## src/rtl/poly_dp_pkg.sv

```systemverilog
// Shared constants for the polynomial-evaluation datapath: coefficient
// select codes and the expected Horner step count per evaluation.
package poly_dp_pkg;

    localparam logic [1:0] SEL_C0 = 2'b00;
    localparam logic [1:0] SEL_C1 = 2'b01;
    localparam logic [1:0] SEL_C2 = 2'b10;
    localparam logic [1:0] SEL_C3 = 2'b11;

    localparam int TERM_CNT_W = 3;

    typedef logic [TERM_CNT_W-1:0] term_cnt_t;

    localparam term_cnt_t EXPECTED_TERMS = 3'd4;
    localparam term_cnt_t TERM_CNT_MAX   = 3'd7;

endpackage

```

## src/rtl/horner_mac.sv

```systemverilog
// Combinational Horner step: next_sum = sum*x_reg + coef.
// With POLY_EVAL_SAT_EN defined the result saturates to all-ones and flags overflow.
module horner_mac #(
    parameter int X_W   = 8,
    parameter int ACC_W = 24
) (
    input  logic [ACC_W-1:0] sum,
    input  logic [X_W-1:0]   x_reg,
    input  logic [ACC_W-1:0] coef,
    output logic [ACC_W-1:0] next_sum,
    output logic             overflow
);

`ifdef POLY_EVAL_SAT_EN
    localparam int FULL_W = ACC_W + X_W + 1;

    logic [FULL_W-1:0] full_sum;

    // Extra headroom bit keeps the coefficient add from wrapping before the check.
    always_comb begin
        full_sum = FULL_W'(sum) * FULL_W'(x_reg) + FULL_W'(coef);
        overflow = |full_sum[FULL_W-1:ACC_W];
        next_sum = overflow ? '1 : full_sum[ACC_W-1:0];
    end
`else
    always_comb begin
        next_sum = sum * ACC_W'(x_reg) + coef;
        overflow = 1'b0;
    end
`endif

endmodule

```

## src/rtl/poly_eval_datapath.sv

```systemverilog
// Horner datapath behind the 5-state polynomial controller: operand, accumulator,
// edge-qualified result register and sticky error flags. Optional saturation: POLY_EVAL_SAT_EN.
module poly_eval_datapath
    import poly_dp_pkg::*;
#(
    parameter int X_W   = 8,
    parameter int ACC_W = 24,
    parameter int COEF0 = 2,
    parameter int COEF1 = 4,
    parameter int COEF2 = 3,
    parameter int COEF3 = 1
) (
    input  logic             clk,
    input  logic             reset,
    input  logic [X_W-1:0]   x_in,
    input  logic             x_ld,
    input  logic             sum_ld,
    input  logic             sum_clr,
    input  logic [1:0]       mult_sel,
    input  logic             y_ld,
    output logic [ACC_W-1:0] y_out,
    output logic             y_valid,
    output logic [2:0]       term_cnt,
    output logic             proto_err,
    output logic             ovf
);

    logic [X_W-1:0]   x_reg_q, x_reg_d;
    logic [ACC_W-1:0] sum_q, sum_d;
    logic [ACC_W-1:0] y_out_q, y_out_d;
    logic             y_valid_q, y_valid_d;
    logic             y_ld_q, y_ld_d;
    term_cnt_t        term_cnt_q, term_cnt_d;
    logic             proto_err_q, proto_err_d;
    logic             ovf_q, ovf_d;

    logic [ACC_W-1:0] coef;
    logic [ACC_W-1:0] mac_next;
    logic             mac_ovf;
    logic             step;
    logic             y_rise;

    always_comb begin
        coef = ACC_W'(COEF0);
        case (mult_sel)
            SEL_C0:  coef = ACC_W'(COEF0);
            SEL_C1:  coef = ACC_W'(COEF1);
            SEL_C2:  coef = ACC_W'(COEF2);
            SEL_C3:  coef = ACC_W'(COEF3);
            default: coef = ACC_W'(COEF0);
        endcase
    end

    horner_mac #(
        .X_W   (X_W),
        .ACC_W (ACC_W)
    ) u_mac (
        .sum      (sum_q),
        .x_reg    (x_reg_q),
        .coef     (coef),
        .next_sum (mac_next),
        .overflow (mac_ovf)
    );

    // The controller parks in s4 with y_ld high, so only its rising edge loads a result.
    always_comb begin
        step        = sum_ld & ~sum_clr;
        y_rise      = y_ld & ~y_ld_q;
        x_reg_d     = x_ld ? x_in : x_reg_q;
        sum_d       = sum_q;
        term_cnt_d  = term_cnt_q;
        if (sum_clr) begin
            sum_d      = '0;
            term_cnt_d = '0;
        end else if (sum_ld) begin
            sum_d = mac_next;
            if (term_cnt_q != TERM_CNT_MAX) begin
                term_cnt_d = term_cnt_q + 1'b1;
            end
        end
        y_ld_d      = y_ld;
        y_valid_d   = y_rise;
        y_out_d     = y_rise ? sum_q : y_out_q;
        proto_err_d = proto_err_q
                    | (sum_ld & sum_clr)
                    | (y_rise & (term_cnt_q != EXPECTED_TERMS))
                    | (x_ld & y_ld);
        ovf_d       = ovf_q | (step & mac_ovf);
    end

    always_ff @(posedge clk or posedge reset) begin
        if (reset) begin
            x_reg_q     <= '0;
            sum_q       <= '0;
            y_out_q     <= '0;
            y_valid_q   <= 1'b0;
            y_ld_q      <= 1'b0;
            term_cnt_q  <= '0;
            proto_err_q <= 1'b0;
            ovf_q       <= 1'b0;
        end else begin
            x_reg_q     <= x_reg_d;
            sum_q       <= sum_d;
            y_out_q     <= y_out_d;
            y_valid_q   <= y_valid_d;
            y_ld_q      <= y_ld_d;
            term_cnt_q  <= term_cnt_d;
            proto_err_q <= proto_err_d;
            ovf_q       <= ovf_d;
        end
    end

    assign y_out     = y_out_q;
    assign y_valid   = y_valid_q;
    assign term_cnt  = term_cnt_q;
    assign proto_err = proto_err_q;
    assign ovf       = ovf_q;

endmodule

```

## config.mk

```make
export PLATFORM = sky130hd
export DESIGN_NAME = poly_eval_datapath
export DESIGN_NICKNAME = d
export VERILOG_FILES = /design/src/rtl/poly_dp_pkg.sv /design/src/rtl/horner_mac.sv /design/src/rtl/poly_eval_datapath.sv
export SDC_FILE = /design/constraint.sdc
export NUM_CORES = 1
export LEC_CHECK = 0
export ABC_AREA = 1
export CORE_MARGIN = 4
export CORE_UTILIZATION = 36
export DETAILED_ROUTE_END_ITERATION = 10
export DONT_BUFFER_PORTS = 1
export SLEW_MARGIN = 25
export SYNTH_ARGS = -nofsm -noshare
export SYNTH_HDL_FRONTEND = slang
export SYNTH_HIERARCHICAL = 1
export SYNTH_SLANG_ARGS = --single-unit
```

## constraint.sdc

```tcl
create_clock -name clk -period 9 [get_ports clk]
set_input_delay 2.7 -clock clk [delete_from_list [all_inputs] [get_ports clk]]
set_output_delay 2.7 -clock clk [all_outputs]
set_load 0.05 [all_outputs]
```

==> reports/results.tsv <==
metric	value	unit
status	finished clean	
type of the most critical hold path	reg -> reg	
post-synthesis cell type count	33	
die area	26000	sq um
Area Overhead vs Synth	6.26	%
asr flop ratio synth	100	%
clock skew	6.95	ps
port bufs	0	
placed cell areas	8670	sq um
core area	22800	sq um
remaining global-route overflow	0	
count of final max-slew check failures	0	
largest net degree at the start of global routing	64	
Placer Congestion	0.885	
Max Fanout on Critical Path	4	
CP startpoint kind	primary input	
Peak VDD IR	0.000173	V
H-tree levels	3	
power per cell area	368	nW/um^2
DRT Pass-1 Iters	6	
Max Clock Freq	167	MHz
Worst Path Class, Setup	in -> reg	
period utilization	66.4	%
register area	1580	sq um
Cells after Synth	1142	
GRT Overall Usage	16.5	%
Static Leak	5.54	nW
leading cell type in the layout, fill and taps excluded	nand2_1	
vias in the first global route	7025	
Die Ht	161	microns
Max-Cap Viols	0	
Final nets	1308	
hold bufs inserted after CTS	0	
worst stage delay on the critical path	530	ps
cell mode on critical path	inv_1	
Avg Inst Size Synth	7.40	sq um
global-route wire length before repair	35400	microns
highest-count cells in the layout ignoring fill and taps	371 x nand2_1, 323 x inv_1, 130 x fa_1	
filler cell count	2451	
post-DP HPWL	15400	microns
CP arrival	6240	ps
share of layout cells above drive strength 1	3.54	%
normalized max-slew margin	32.0	%
CTS root buf	clkbuf_16	
# setup viols final	0	
antenna-violating nets left	0	
RSZ-0062 raised after global routing	false	
Die Wd	161	microns
share of the yosys chip area belonging to registers	18.7	%
Setup Total Neg Slack	0	ps
vias per cell	4.58	
final hold vios	0	
Clk pin slew, worst setup/hold paths	60	ps
most common flop cell mapped by yosys	dfrtp_1	
drt total wl	20400	microns
initial DRC count	473	
flops & latches, synth	63	
Critical Path End Type	register	
Worst-Margin Slew	1020	ps
clk_lat worst skew	330	ps
DRC	0	
cts repair resizes	0	
minimum clock period	5980	ps
CTS max path bufs	2	
CTS tree	built	
finished layout cell area	8980	sq um
Rows	55	
count of flip-flops with a built-in enable after synthesis	0	
Worst path slowest cell	fa_1	
Vias	6615	
synth warn	6	
area of the multi-input gates	5460	sq um
post-CTS setup buffer count	0	
mean routed wirelength per cell	14.1	microns
initial antenna violation count	0	
# IOs	46	
Finished Layout Cells	1444	
clk sinks	63	
Placed Instances	1428	
Post-Syn Area	8450	sq um
Power, Total	3.30	mW
CTS Buf Count	9	
n_diodes	0	
Worst EP required	9270	ps
Initial Util	37.0	%
Cell Chain, Critical Path	inv_1 > nor2_1 > inv_1 > fa_1 > inv_1 > ha_1 > ha_1 > inv_1 > fa_1 > inv_1 > ha_1 > inv_1 > fa_1 > o21ai_2 > a21o_2 > nand3_1 > nand2_1 > xor2_1 > nand3_1 > nand2_1	
-- final cells by class --
class / instances / area share (%)
Sequential cell: 63 / 17.6
Timing Repair Buffer: 1 / 0.0836
Clock inverter: 7 / 0.892
Tap cell: 313 / 4.36
Clock buffer: 9 / 2.51
Inverter: 328 / 13.7
Multi-Input combinational cell: 723 / 60.8
-- worst paths after layout --
path	start	to	slack, ps	cells past startpoint
setup / recovery	mult_sel[0]	sum_q[13]	3020	20
hold / removal	sum_q[23]	sum_q[23]	550	2
setup reg to reg	x_reg_q[3]	sum_q[19]	3900	18
hold reg to reg	sum_q[23]	sum_q[23]	550	2
max in group asynchronous	reset	x_reg_q[2]	5940	2
min in group asynchronous	reset	y_ld_q	2500	2
-- state kept, by name, summed over array words and instances, names as in the netlist --
| register | count |
|---|---|
| y_valid | 1 |
| ovf | 1 |
| y_out | 24 |
| x_reg_q | 8 |
| proto_err | 1 |
| term_cnt | 3 |
| y_ld_q | 1 |
| sum_q | 24 |
-- worst max-delay path, delay by kind of cell --
family / cells / cell delay [ps]
xor gates and xnor gates: 1 / 170
buffers and inverters: 6 / 360
adders and majority gates: 6 / 2080
AOI/OAI and AO/OA: 2 / 480
and+or+nand+nor: 5 / 480
-- cells in the mapped netlist (7+ instances only) --
cell,n,area share [%]
clkbuf_1,29,1.3
nand2_2,7,0.52
inv_1,324,14
ha_1,36,5.3
nor2_1,23,1.0
dfrtp_1,63,19
fa_1,130,31
nand2_1,371,16
xor2_1,17,1.8
buf_2,8,0.47
o21ai_0,23,1.4
a21oi_1,22,1.3
nand3_1,46,2.7
-- report_power, final --
group          leakage, nW  total, mW  internal [mW]  switching [mW]
combinational         4.58       2.35          0.865            1.48
sequential           0.817      0.603          0.345           0.258
clock                0.143      0.356          0.217           0.139
-- stage by stage --
stage | setup slack [ps] | util (%) | hold WS (ps)
after floorplan | 3070 | - | 458
after global placement | 2800 | 38.0 | 534
after detailed placement | 2700 | 38.0 | 536
after CTS | 3040 | 39.3 | 548
after global routing | 2770 | 39.3 | 570
final | 3020 | 39.3 | 551
-- routing by layer --
metal	share of wire, %	track usage (%)	vias up
met3	6.1	3.01	19
met4	1.1	3.53	0
met1	45	22.3	3255
li1	-	-	3167
met2	48	28.1	174
met5	0	0	-
-- logic make-up after synthesis --
logic type | count (synthesis) | synth area share (%)
AO/OA/AOI/OAI | 55 | 3.66
buffers and inverters | 377 | 17.6
flip-flops | 63 | 18.7
AND/OR/NAND/NOR | 459 | 21.8
adder cells (fa/ha/maj) | 166 | 36.1
other | 2 | 0.0889
XOR/XNOR | 20 | 2.07
Note: power is estimated with default switching activity, not from simulation.
==> patch 1: new RTL, config.mk and constraints unchanged <==
Take the reset off `sum_q` and load it in a clocked block of its own.
--- a/src/rtl/poly_eval_datapath.sv
+++ b/src/rtl/poly_eval_datapath.sv
@@ -92,5 +92,4 @@
         if (reset) begin
             x_reg_q     <= '0;
-            sum_q       <= '0;
             y_out_q     <= '0;
             y_valid_q   <= 1'b0;
@@ -101,5 +100,4 @@
         end else begin
             x_reg_q     <= x_reg_d;
-            sum_q       <= sum_d;
             y_out_q     <= y_out_d;
             y_valid_q   <= y_valid_d;
@@ -109,4 +107,8 @@
             ovf_q       <= ovf_d;
         end
+    end
+
+    always_ff @(posedge clk) begin
+        sum_q <= sum_d;
     end
 
Check against the original RTL: not equivalent (a bounded check fails within 4 cycles, from zero or initial values and one cycle with reset high).
==> patch 1 against the original RTL <==
  * Sequential cell count unchanged
  * Final area increased by 1.5%
  * Die area increased by 1.5%
  * Wire length increased by 3.3%
  * Worst setup slack improved by 0.029 ns
  * Via count increased by 1.6%
  * Area after synthesis increased by 1.5%
  * Critical endpoint is now sum_q[17]
  * Largest cell class unchanged
  * Highest routed layer unchanged
Power is not shown: default switching activity piles up to over one toggle a cycle in this logic, so the estimate is an artifact.
==> patch 1: results (changes against the original RTL) <==
stage;metric;value;unit;change
global_routing;grt_pass1_vias;7090;;was 7025
finish;insertedDiodeCount;0;;unchanged
logic_synthesis;yosysSeqAreaShare;0.170;;was 0.187
logic_synthesis;ys_async_sr_fraction;0.619;;was 1.00
cts;cts_buffers;9;;unchanged
setup_path;critPathMaxStageDelay;0.53;ns;about the same
global_routing;gr-usage-met1;0.228;;was 0.223
cts;insertion_delay;0.35;ns;was 0.33 ns
logic_synthesis;synth.yosys.warnings;6;;unchanged
logic_synthesis;synth-main-ff-cell;dfrtp_1;;unchanged
cts;postCtsSetupBuffers;0;;unchanged
global_routing;grt_pass1_wl;35800;um;was 35400 um
finish;drive_gt1_frac;0.0594;;was 0.0354
min_path;hold_class;reg -> reg;;unchanged
setup_path;ff2ff_setup_slack;4.01;ns;was 3.90 ns
placed_design;gp_congestion;0.886;;was 0.885
global_routing;antenna_found_initial;0;;unchanged
cts;cts_max_level;3;;unchanged
placed_design;portBuffers;0;;unchanged
timing;clock_skew;0.00779;ns;was 0.00695 ns
cts;cts.path.max_buffers;2;;unchanged
cts;root_buffer;clkbuf_16;;unchanged
global_routing;grt_use_met2;0.292;;was 0.281
routing;drt_first_pass_iters;5;;was 6
global_routing;track_usage;0.169;;was 0.165
cts;clkSlewWorstSetupHoldPaths;0.06;ns;about the same
logic_synthesis;synth_common_cells;329 x nand2_1, 321 x inv_1, 130 x fa_1;;was 371 x nand2_1, 324 x inv_1, 130 x fa_1
timing;max_slew_margin;0.311;;was 0.320
finish;final_nets;1339;;was 1308
setup_path;cp_max_fo;4;;unchanged
logic_synthesis;synth_enable_flop_cells;0;;unchanged
setup_path;cp_top_family;adder cells;;unchanged
global_routing;grt_max_degree;40;;was 64
finish;nFillCells;2456;;was 2451
cts;ctsResizeCount;0;;unchanged
routing;wl_per_cell;14.2;um;was 14.1 um
logic_synthesis;synth_area_leader_cell;fa_1;;unchanged
logic_synthesis;synth_area_leaders;fa_1 30%, nand2_1 14%, inv_1 14%, dfrtp_1 11%, dfxtp_1 5.6%;;was fa_1 31%, dfrtp_1 19%, nand2_1 16%, inv_1 14%, ha_1 5.3%
setup_path;cp_slowest_cell;fa_1;;unchanged
routing;initialDrtViolationCount;425;;was 473
setup_path;arrival;6.22;ns;was 6.24 ns
status;outcome;finished clean;;unchanged
placed_design;dp_hpwl;16100;um;was 15400 um
logic_synthesis;ys_types;39;;was 33
routing;viasPerCell;4.54;;was 4.58
global_routing;grt.met3_usage;0.0235;;was 0.0301
==> patch 1: per-layer routing <==
metal | up-vias | part of all wire
met5 | - | 0
met4 | 0 | 0.014
met3 | 24 | 0.041
met2 | 146 | 0.50
met1 | 3273 | 0.45
li1 | 3277 | -
==> patch 1: area by class of cell <==
cell class	count	share of cell area
sequential	63	0.160
clock inverter	6	0.00933
multi-input combinational	751	0.623
tap	319	0.0438
clock buffer	10	0.0251
timing repair buffer	3	0.00247
inverter	329	0.137
==> patch 1: tightest hold or removal path, stage by stage (launching register included) <==
cell and delay, ns:
dfxtp_1 0.36, nand2_1 0.09, nand2_1 0.05
==> patch 1: kinds of logic after synthesis <==
logic type | after synthesis | share of synthesized area
other cells | 2 | 0.000875
flops | 63 | 0.170
fa+ha+maj | 166 | 0.356
simple gates | 463 | 0.222
buf+inv | 377 | 0.178
compound gates | 81 | 0.0551
xor+xnor | 18 | 0.0184
==> patch 1: worst paths after layout <==
path                             start    endpoint  depth (start not counted)
min reg2reg                  sum_q[23]   y_out[23]                          2
max reg2reg                 x_reg_q[3]   sum_q[22]                         18
min                          sum_q[23]   y_out[23]                          2
max in group asynchronous        reset  x_reg_q[1]                          2
min in group asynchronous        reset    y_out[3]                          2
max                        mult_sel[0]   sum_q[17]                         20
==> patch 1: stage by stage <==
stage / worst slack (ns) / hold slack (ns) / instances / util / cell area, sq um
after floorplan: 2.99 / 0.428 / 1191 / - / 8660
after global placement: 2.77 / 0.510 / 1465 / 0.375 / 8800
after detailed placement: 2.69 / 0.512 / 1465 / 0.375 / 8810
after CTS: 3.04 / 0.529 / 1481 / 0.389 / 9120
after global routing: 2.84 / 0.541 / 1481 / 0.389 / 9120
final: 3.05 / 0.542 / 1481 / 0.389 / 9120
==> patch 2: new RTL, same flow settings <==
Made on the original files. `X_W` is set to 8 in 2 places; all go to 10.
--- a/src/rtl/horner_mac.sv
+++ b/src/rtl/horner_mac.sv
@@ -2,5 +2,5 @@
 // With POLY_EVAL_SAT_EN defined the result saturates to all-ones and flags overflow.
 module horner_mac #(
-    parameter int X_W   = 8,
+    parameter int X_W   = 10,
     parameter int ACC_W = 24
 ) (
--- a/src/rtl/poly_eval_datapath.sv
+++ b/src/rtl/poly_eval_datapath.sv
@@ -4,5 +4,5 @@
     import poly_dp_pkg::*;
 #(
-    parameter int X_W   = 8,
+    parameter int X_W   = 10,
     parameter int ACC_W = 24,
     parameter int COEF0 = 2,
Ports: changed (resized x_in); port bits go from 46 to 48. The function was not compared with the original's and may differ.
==> patch 2 against the original RTL <==
  * Worst hold slack worse by 0.016 ns
  * Area after synthesis up 9.4%
  * Wire length up 8.5%
  * Die area up 8.9%
  * Sequential cell count up 2
  * Worst setup slack better by 0.43 ns
  * Final area up 8.4%
Power is left out: the tool's default activity adds up to more than one toggle a clock period on the data nets, which glitch-free logic cannot reach.
==> patch 2: results (changes against the original RTL) <==
stage;metric;value;unit;change
routing;initialDrtViolationCount;396;;was 473
setup_path;worst_r2r_path_depth;20;;was 18
logic_synthesis;synth-xor-area-share;0.0199;;was 0.0207
cts;postCtsSetupBuffers;0;;unchanged
global_routing;grt_pass1_vias;7368;;was 7025
cts;ctsResizeCount;0;;unchanged
setup_path;arrival;5.81;ns;was 6.24 ns
global_routing;grt_pass1_wl;37700;um;was 35400 um
setup_path;r2r_start;x_reg_q[2];;was x_reg_q[3]
placed_design;dp_slack;3.22;ns;was 2.70 ns
logic_synthesis;synth-main-ff-cell;dfrtp_1;;unchanged
timing;timing.fmax;180;MHz;was 167 MHz
placed_design;portBuffers;0;;unchanged
routing;viasPerCell;4.69;;was 4.58
min_path;hold_class;reg -> reg;;unchanged
cts;clkSlewWorstSetupHoldPaths;0.05;ns;
min_path;hold_path_startpoint;sum_q[23];;unchanged
logic_synthesis;synth.yosys.warnings;6;;unchanged
logic_synthesis;synth_area_leaders;fa_1 34%, dfrtp_1 18%, nand2_1 17%, inv_1 12%, ha_1 6.1%;;was fa_1 31%, dfrtp_1 19%, nand2_1 16%, inv_1 14%, ha_1 5.3%
logic_synthesis;synth-adder-area-share;0.399;;was 0.361
logic_synthesis;ys_types;33;;unchanged
placed_design;gp_congestion;0.909;;was 0.885
cts;cts.path.max_buffers;2;;unchanged
global_routing;grt_max_degree;43;;was 64
cts;insertion_delay;0.33;ns;about the same
setup_path;worstReg2RegEnd;sum_q[19];;unchanged
finish;insertedDiodeCount;0;;unchanged
logic_synthesis;yosysSeqAreaShare;0.176;;was 0.187
status;outcome;finished clean;;unchanged
finish;drive_gt1_frac;0.0302;;was 0.0354
logic_synthesis;synth_mux_area_frac;0;;unchanged
min_path;min_to;sum_q[23];;unchanged
global_routing;antenna_found_initial;0;;unchanged
finish;nFillCells;2641;;was 2451
timing;max_slew_margin;0.329;;was 0.320
global_routing;track_usage;0.163;;was 0.165
logic_synthesis;synth_compound_area_frac;0.0317;;was 0.0366
finish;final_nets;1406;;was 1308
cts;root_buffer;clkbuf_16;;unchanged
logic_synthesis;synth_common_cells;412 x nand2_1, 293 x inv_1, 156 x fa_1;;was 371 x nand2_1, 324 x inv_1, 130 x fa_1
logic_synthesis;ys_async_sr_fraction;1.00;;unchanged
placed_design;dp_hpwl;17300;um;was 15400 um
cts;cts_buffers;9;;unchanged
timing;clock_skew;0.00809;ns;was 0.00695 ns
cts;cts_max_level;3;;unchanged
routing;routed_wl;22100;um;was 20400 um
setup_path;cp_max_fo;23;;was 4
routing;drt_first_pass_iters;6;;unchanged
setup_path;ff2ff_setup_slack;3.46;ns;was 3.90 ns
min_path;holdPathStages;2;;unchanged
patch 2: routing by layer:
layer / share of wire / global-route usage / up-vias
met5: 0 / 0 / -
met4: 0.013 / 0.0367 / 0
met3: 0.046 / 0.0256 / 26
met2: 0.48 / 0.272 / 142
met1: 0.46 / 0.226 / 3571
li1: - / - / 3404
patch 2: worst max path at each step:
stage | end | startpoint
2_1_floorplan | sum_q[18] | mult_sel[0]
3_3_place_gp | sum_q[18] | mult_sel[0]
3_5_place_dp | sum_q[18] | mult_sel[0]
4_1_cts | sum_q[19] | x_reg_q[1]
5_1_grt | sum_q[19] | x_reg_q[2]
6_report | sum_q[19] | x_reg_q[2]
patch 2: worst max-delay path, stage by stage (launching register included):
cell,delay [ns]
dfrtp_1,0.98
nand2_1,0.18
fa_1,0.54
inv_1,0.05
fa_1,0.49
inv_1,0.06
fa_1,0.55
inv_1,0.05
fa_1,0.49
inv_1,0.06
fa_1,0.48
inv_1,0.04
ha_1,0.33
a21oi_1,0.20
o21ai_1,0.11
a21oi_1,0.21
nand2_2,0.10
a21oi_1,0.17
xnor2_1,0.15
nand3_1,0.10
nand2_1,0.10
patch 2: area by class of cell:
cell class	count	area, sq um	area share
multi-input combinational	811	6290	0.646
sequential	65	1630	0.167
inverter	299	1120	0.115
tap	330	413	0.0424
clock buffer	11	243	0.0249
clock inverter	5	31.3	0.00321
timing repair buffer	1	7.51	0.000771
patch 2: cells by family (layout without fill, tap and decap cells):
family / Yosys count / after routing
fa+ha+maj: 201 / 201
buf+inv: 351 / 316
compound gates: 56 / 56
flops: 65 / 65
xor+xnor: 21 / 21
simple gates: 511 / 511
other cells: 2 / 22
patch 2: through the flow:
step           instances  hold slack [ns]  utilization  area, sq um
2_1_floorplan       1227            0.458            -         9320
3_3_place_gp        1506            0.510        0.375         9460
3_5_place_dp        1506            0.510        0.375         9460
4_1_cts             1522            0.531        0.386         9740
5_1_grt             1522            0.560        0.386         9740
6_report            1522            0.535        0.386         9740
